<file path="src/rtl/ui_cond_pkg.sv">
// Shared definitions for the user-input conditioner: debounce FSM state
// encoding and the board-level default debounce length.
package ui_cond_pkg;

    // Bit 1 of the encoding is the debounced level (S_HIGH and S_FALL).
    typedef enum logic [1:0] {
        S_LOW  = 2'b00,
        S_RISE = 2'b01,
        S_HIGH = 2'b11,
        S_FALL = 2'b10
    } db_state_t;

    localparam int unsigned DEFAULT_DEBOUNCE_CYCLES = 50000;
    localparam int unsigned DEFAULT_CNT_W           = 16;

endpackage

</file>
<file path="src/rtl/user_input_conditioner_if.sv">
// Pin-side and CPU-side signal bundle of the user-input conditioner.
// master: board/CPU side; slave: the conditioner itself.
interface user_input_conditioner_if #(
    parameter int unsigned N_CH = 4
);

    logic [N_CH-1:0] Raw_in;
    logic [N_CH-1:0] Ack;
    logic [N_CH-1:0] User_input;
    logic [N_CH-1:0] Press_pulse;
    logic [N_CH-1:0] Release_pulse;
    logic [N_CH-1:0] Press_pending;

    modport master (
        output Raw_in,
        output Ack,
        input  User_input,
        input  Press_pulse,
        input  Release_pulse,
        input  Press_pending
    );

    modport slave (
        input  Raw_in,
        input  Ack,
        output User_input,
        output Press_pulse,
        output Release_pulse,
        output Press_pending
    );

endinterface

</file>
<file path="src/rtl/debounce_channel.sv">
// One conditioned input bit: 2-flop synchroniser, counter-based debounce
// FSM, one-cycle press/release pulses and a sticky press-pending flag.
module debounce_channel
    import ui_cond_pkg::*;
#(
    parameter int unsigned DEBOUNCE_CYCLES = DEFAULT_DEBOUNCE_CYCLES,
    parameter int unsigned CNT_W           = DEFAULT_CNT_W
) (
    input  logic clk,
    input  logic rst,
    input  logic raw_in,
    input  logic ack,
    output logic level,
    output logic press_pulse,
    output logic release_pulse,
    output logic press_pending
);

    localparam logic [CNT_W-1:0] CNT_LAST = CNT_W'(DEBOUNCE_CYCLES - 1);

    logic             s1;
    logic             s2;
    db_state_t        state;
    db_state_t        state_nxt;
    logic [CNT_W-1:0] cnt;
    logic [CNT_W-1:0] cnt_nxt;
    logic             press_nxt;
    logic             release_nxt;

    // Synchroniser, FSM state, counter, pulse and pending-flag registers.
    always_ff @(posedge clk) begin
        if (rst) begin
            s1            <= 1'b0;
            s2            <= 1'b0;
            state         <= S_LOW;
            cnt           <= '0;
            press_pulse   <= 1'b0;
            release_pulse <= 1'b0;
            press_pending <= 1'b0;
        end else begin
            s1            <= raw_in;
            s2            <= s1;
            state         <= state_nxt;
            cnt           <= cnt_nxt;
            press_pulse   <= press_nxt;
            release_pulse <= release_nxt;
            // A press seen this cycle outranks a simultaneous acknowledge.
            press_pending <= press_pulse | (press_pending & ~ack);
        end
    end

    // Debounce next-state, counter and pulse decode.
    always_comb begin
        state_nxt   = state;
        cnt_nxt     = '0;
        press_nxt   = 1'b0;
        release_nxt = 1'b0;
        case (state)
            S_LOW: begin
                if (s2) begin
                    state_nxt = S_RISE;
                    cnt_nxt   = CNT_W'(1);
                end
            end
            S_RISE: begin
                if (!s2) begin
                    state_nxt = S_LOW;
                end else if (cnt == CNT_LAST) begin
                    state_nxt = S_HIGH;
                    press_nxt = 1'b1;
                end else begin
                    cnt_nxt = cnt + 1'b1;
                end
            end
            S_HIGH: begin
                if (!s2) begin
                    state_nxt = S_FALL;
                    cnt_nxt   = CNT_W'(1);
                end
            end
            S_FALL: begin
                if (s2) begin
                    state_nxt = S_HIGH;
                end else if (cnt == CNT_LAST) begin
                    state_nxt   = S_LOW;
                    release_nxt = 1'b1;
                end else begin
                    cnt_nxt = cnt + 1'b1;
                end
            end
            default: begin
                state_nxt = S_LOW;
            end
        endcase
    end

    assign level = (state == S_HIGH) || (state == S_FALL);

endmodule

</file>
<file path="src/rtl/user_input_conditioner.sv">
// Conditions N_CH raw board inputs for the CPU core's User_input port;
// each bit is handled by an independent debounce_channel.
module user_input_conditioner
    import ui_cond_pkg::*;
#(
    parameter int unsigned N_CH            = 4,
    parameter int unsigned DEBOUNCE_CYCLES = DEFAULT_DEBOUNCE_CYCLES,
    parameter int unsigned CNT_W           = DEFAULT_CNT_W
) (
    input logic                    Clk,
    input logic                    Rst,
    user_input_conditioner_if.slave bus
);

    // One debounce channel per input bit.
    for (genvar i = 0; i < N_CH; i++) begin : g_ch
        debounce_channel #(
            .DEBOUNCE_CYCLES (DEBOUNCE_CYCLES),
            .CNT_W           (CNT_W)
        ) u_ch (
            .clk           (Clk),
            .rst           (Rst),
            .raw_in        (bus.Raw_in[i]),
            .ack           (bus.Ack[i]),
            .level         (bus.User_input[i]),
            .press_pulse   (bus.Press_pulse[i]),
            .release_pulse (bus.Release_pulse[i]),
            .press_pending (bus.Press_pending[i])
        );
    end

endmodule

</file>
<file path="src/flat_wrapper.sv">
// flat-port wrapper written by rule: the top's interface ports become plain ports
module user_input_conditioner_flat import ui_cond_pkg::*;
#(
    parameter int unsigned N_CH            = 4,
    parameter int unsigned DEBOUNCE_CYCLES = DEFAULT_DEBOUNCE_CYCLES,
    parameter int unsigned CNT_W           = DEFAULT_CNT_W
)
  (Clk, Rst, bus_Raw_in, bus_Ack, bus_User_input, bus_Press_pulse, bus_Release_pulse, bus_Press_pending);
  user_input_conditioner_if #(.N_CH(N_CH)) bus_i ();
  input logic Clk;
  input logic Rst;
  input wire logic [$bits(bus_i.Raw_in)-1:0] bus_Raw_in;
  input wire logic [$bits(bus_i.Ack)-1:0] bus_Ack;
  output wire logic [$bits(bus_i.User_input)-1:0] bus_User_input;
  output wire logic [$bits(bus_i.Press_pulse)-1:0] bus_Press_pulse;
  output wire logic [$bits(bus_i.Release_pulse)-1:0] bus_Release_pulse;
  output wire logic [$bits(bus_i.Press_pending)-1:0] bus_Press_pending;
  assign bus_i.Raw_in = bus_Raw_in;
  assign bus_i.Ack = bus_Ack;
  assign bus_User_input = bus_i.User_input;
  assign bus_Press_pulse = bus_i.Press_pulse;
  assign bus_Release_pulse = bus_i.Release_pulse;
  assign bus_Press_pending = bus_i.Press_pending;
  user_input_conditioner #(.N_CH(N_CH), .DEBOUNCE_CYCLES(DEBOUNCE_CYCLES), .CNT_W(CNT_W)) u_core (.Clk(Clk), .Rst(Rst), .bus(bus_i));
endmodule
</file>
<file path="config.mk">
export PLATFORM = sky130hd
export DESIGN_NAME = user_input_conditioner_flat
export DESIGN_NICKNAME = d
export VERILOG_FILES = /design/src/rtl/ui_cond_pkg.sv /design/src/rtl/user_input_conditioner_if.sv /design/src/rtl/debounce_channel.sv /design/src/rtl/user_input_conditioner.sv /design/src/flat_wrapper.sv
export SDC_FILE = /design/constraint.sdc
export NUM_CORES = 1
export LEC_CHECK = 0
export CORE_MARGIN = 4
export CORE_UTILIZATION = 64
export DETAILED_ROUTE_END_ITERATION = 6
export PLACE_DENSITY = 0.85
export SYNTH_ARGS = -nofsm -noshare
export SYNTH_HDL_FRONTEND = slang
export SYNTH_SLANG_ARGS = --single-unit
</file>
<file path="constraint.sdc">
create_clock -name Clk -period 5 [get_ports Clk]
set_clock_uncertainty 0.1 [all_clocks]
set_input_delay 0.5 -clock Clk [delete_from_list [all_inputs] [get_ports Clk]]
set_output_delay 0.5 -clock Clk [all_outputs]
set_load 0.005 [all_outputs]
</file>
==> results by group <==
Floorplanning
  • Starting Density: 65.72%
  • Die width: 91.30 um
  • I/O pins: 26
  • Core Footprint: 6756 um^2
  • Cell row count: 30
  • Die H: 91.30 um
  • Die ar.: 8335 um^2

Timing
  • Max Clk Rate: 411.7 MHz
  • Sum Neg Setup Slack: 0 ns
  • Worst Tran Pin Value: 0.9163 ns
  • RSZ-0062 raised after global routing: false
  • Slew Viols, Final: 0
  • Final period utilization: 48.58%
  • Slew Limit Headroom: 38.72%
  • Fin crit period: 2.429 ns
  • Count of final setup violators: 0
  • Fin. Hold Viols: 0

Synthesis
  • Cells after Synth: roughly 500
  • EDFF count, synth: 0
  • #FFs+latches synth: between 90 and 100
  • Yosys top cell by area: dfxtp_1
  • Top FF cell, synth: dfxtp_1
  • FFs w/ async S/R, synth: 0%
  • Synth cell count leaders: 92 x dfxtp_1, 60 x nor2_1, 27 x nand2_1
  • Yosys Warn Count: 0
  • Post-Syn Nets: 531
  • Mean Syn Cell Area: 8.863 um^2
  • Synth cell types: 47
  • Post-Syn Area: ~4400 um^2
  • Seq/Total Area, Yosys: around two fifths
  • Synth top area cells: dfxtp_1 41%, ha_1 5.6%, nor2_1 5.1%, xor2_1 4.7%, xnor2_1 3.9%
  • Top-area cell type share of the netlist area: about two fifths
  • Most numerous cell in the Yosys netlist: dfxtp_1

Worst setup path
  • Crit Path Class: flip-flop to output pin
  • Crit path launch type: flip-flop
  • CP max stage cell: clkdlybuf4s50_1
  • Critical-path cell list: inv_1, ha_1, or2_2, clkdlybuf4s50_1
  • Crit. End Element: output pin
  • Largest delay contributor family on the critical path: buffers and inverters
  • CP peak stage delay: between 0.4 and 0.5 ns
  • Largest fanout on the critical path: 4
  • Critical path required time: 4.40 ns
  • CP arrival: between 1.5 and 2 ns
  • WP buf/inv: 2

Power and ir drop
  • Part of the power in registers: 53.7%
  • Pwr dens: 292.3 nW/um^2
  • Combinational cell fraction of total power: ~7.3%
  • Clock power frac: 39.0%
  • Pleak: between 1.5 and 2 nW
  • Worst VDD drop: 176.9 uV
  • Cell internal pwr: 1.098 mW
  • Switching portion of total power: 22.56%
  • NetSw: 0.3200 mW

CTS
  • # hold bufs at CTS: 0
  • Clk sinks: 92
  • Htree depth: 3
  • Worst-Skew Late Latency: roughly 0.36 ns
  • CTS max path bufs: 2
  • Root Driver: clkbuf_8
  • TritonCTS Buffers: 9
  • TritonCTS clock tree: yes
  • PostCTS Resize Cnt: 0
  • Reg clk slew, reported paths: 0.08 ns
  • Post-CTS setup buffers: 0

Detailed routing
  • DRT Pass-1 Iters: 4
  • Number of remaining DRC errors: 0
  • WL final: 8.359 mm
  • Antenna viol nets, final: 0
  • Via-to-Cell Ratio: around 5.9
  • Routed via count: 3499
  • Drt wl/cell: 14.07 um
  • First DRT Iteration DRCs: 129

Layout
  • Fin area: 4852 um^2
  • Nets: 540
  • Proportion of layout cells with a drive suffix above 1: 4.864%
  • P&R area growth vs syn: 9.270%
  • Ant diodes: 0

Place
  • Placer Congestion: 0.8486
  • DPL Wire Length: roughly 5.9 mm
  • Port bufs: 25
  • Placed Area: 4628 um^2

Global route
  • Grt ovf: 0
  • Initial antenna violation count: 0
  • Vias in the first global route: 3378
  • Largest net degree at the start of global routing: 26
  • First-pass GRT wire length: 14.42 mm
  • Total GRT Usage: 20.65%

Flow run
  • Max-cap violations: 0

Min path
  • Hold Path Class: flip-flop to flip-flop

Run status
  • Status: complete, no violations
through the flow:
step / worst slack, ns / instances / hold WS, ns / util (%) / power (mW)
final: 2.571 / 594 / 0.3476 / 71.81 / 1.418
after detailed placement: 2.213 / 579 / 0.3325 / 68.50 / 0.8798
after global routing: 2.396 / 594 / 0.3761 / 71.81 / 1.475
after CTS: 2.561 / 594 / 0.3518 / 71.81 / 1.429
after floorplan: 3.224 / 501 / 0.3138 / - / 0.8510
after global placement: 2.295 / 579 / 0.3162 / 68.50 / 0.8720
cells by family (layout without fill, tap and decap cells):
group,count (synthesis),in the layout,synth area share (%)
flip-flops,92,92,41.48
AO/OA/AOI/OAI,65,65,9.524
XOR/XNOR,44,44,8.679
buffers and inverters,50,63,5.692
AND/OR/NAND/NOR,225,225,27.87
adder cells (fa/ha/maj),20,20,5.635
multiplexers,5,5,1.127
power groups by stage:
stage | registers [mW] | logic (mW) | clock network, mW
finish | 0.762 | 0.103 | 0.553
floorplan | 0.774 | 0.0769 | 0
global placement | 0.778 | 0.0943 | 0
global route | 0.765 | 0.118 | 0.593
CTS | 0.762 | 0.103 | 0.564
detailed placement | 0.779 | 0.101 | 0
sequential cells by signal (all words and copies together) (netlist names):
register	count
u_core.g_ch.u_ch.cnt	64
u_core.g_ch.u_ch.state	8
u_core.g_ch.u_ch.press_pending	4
u_core.g_ch.u_ch.press_pulse	4
u_core.g_ch.u_ch.release_pulse	4
u_core.g_ch.u_ch.s1	4
u_core.g_ch.u_ch.s2	4
placed cells by master (no fill, tap or decap), types with 5 or more instances in the layout:
cell,netlist,layout
and3_1,21,21
ha_1,20,20
o21ai_0,14,14
nor3_1,8,8
or4_1,5,5
a21oi_1,24,24
nand2_1,27,27
nand3_1,23,23
and2_1,5,5
clkbuf_8,0,11
nand4_1,20,20
mux2i_1,5,5
or3_1,7,7
a221oi_1,5,5
nand2b_1,8,8
nor2b_1,11,11
nor4b_1,5,5
xnor2_1,20,20
and4_1,6,6
nor2_1,60,60
clkdlybuf4s50_1,0,25
o31ai_1,6,6
xor2_1,24,24
dfxtp_1,92,92
inv_1,22,22
metal layers:
layer,GRT usage (%),vias to the layer above,share of wire [%]
met5,0,-,0
met1,26.56,1632,47
li1,-,1768,-
met2,32.99,81,46
met3,3.645,18,3.8
met4,10.93,0,2.4
final cells by class:
class / count / area [um^2]
timing repair buffer: 26 / 257.7
clock inverter: 4 / 72.57
fill: 523 / 1904
clock buffer: 11 / 151.4
multi-input combinational: 359 / 2346
sequential: 92 / 1842
tap: 80 / 100.1
inverter: 22 / 82.58
worst paths after layout:
kind | cells past startpoint | endpoint | start | slack (ns)
worst max-delay path | 4 | bus_User_input[3] | u_core.g_ch[3].u_ch.state[0] | 2.57
worst min-delay path | 1 | u_core.g_ch[2].u_ch.s2 | u_core.g_ch[2].u_ch.s1 | 0.35
worst max register to register | 5 | u_core.g_ch[1].u_ch.cnt[11] | u_core.g_ch[1].u_ch.cnt[0] | 2.87
worst min register to register | 1 | u_core.g_ch[2].u_ch.s2 | u_core.g_ch[2].u_ch.s1 | 0.35
(Power assumes the default switching activity.)
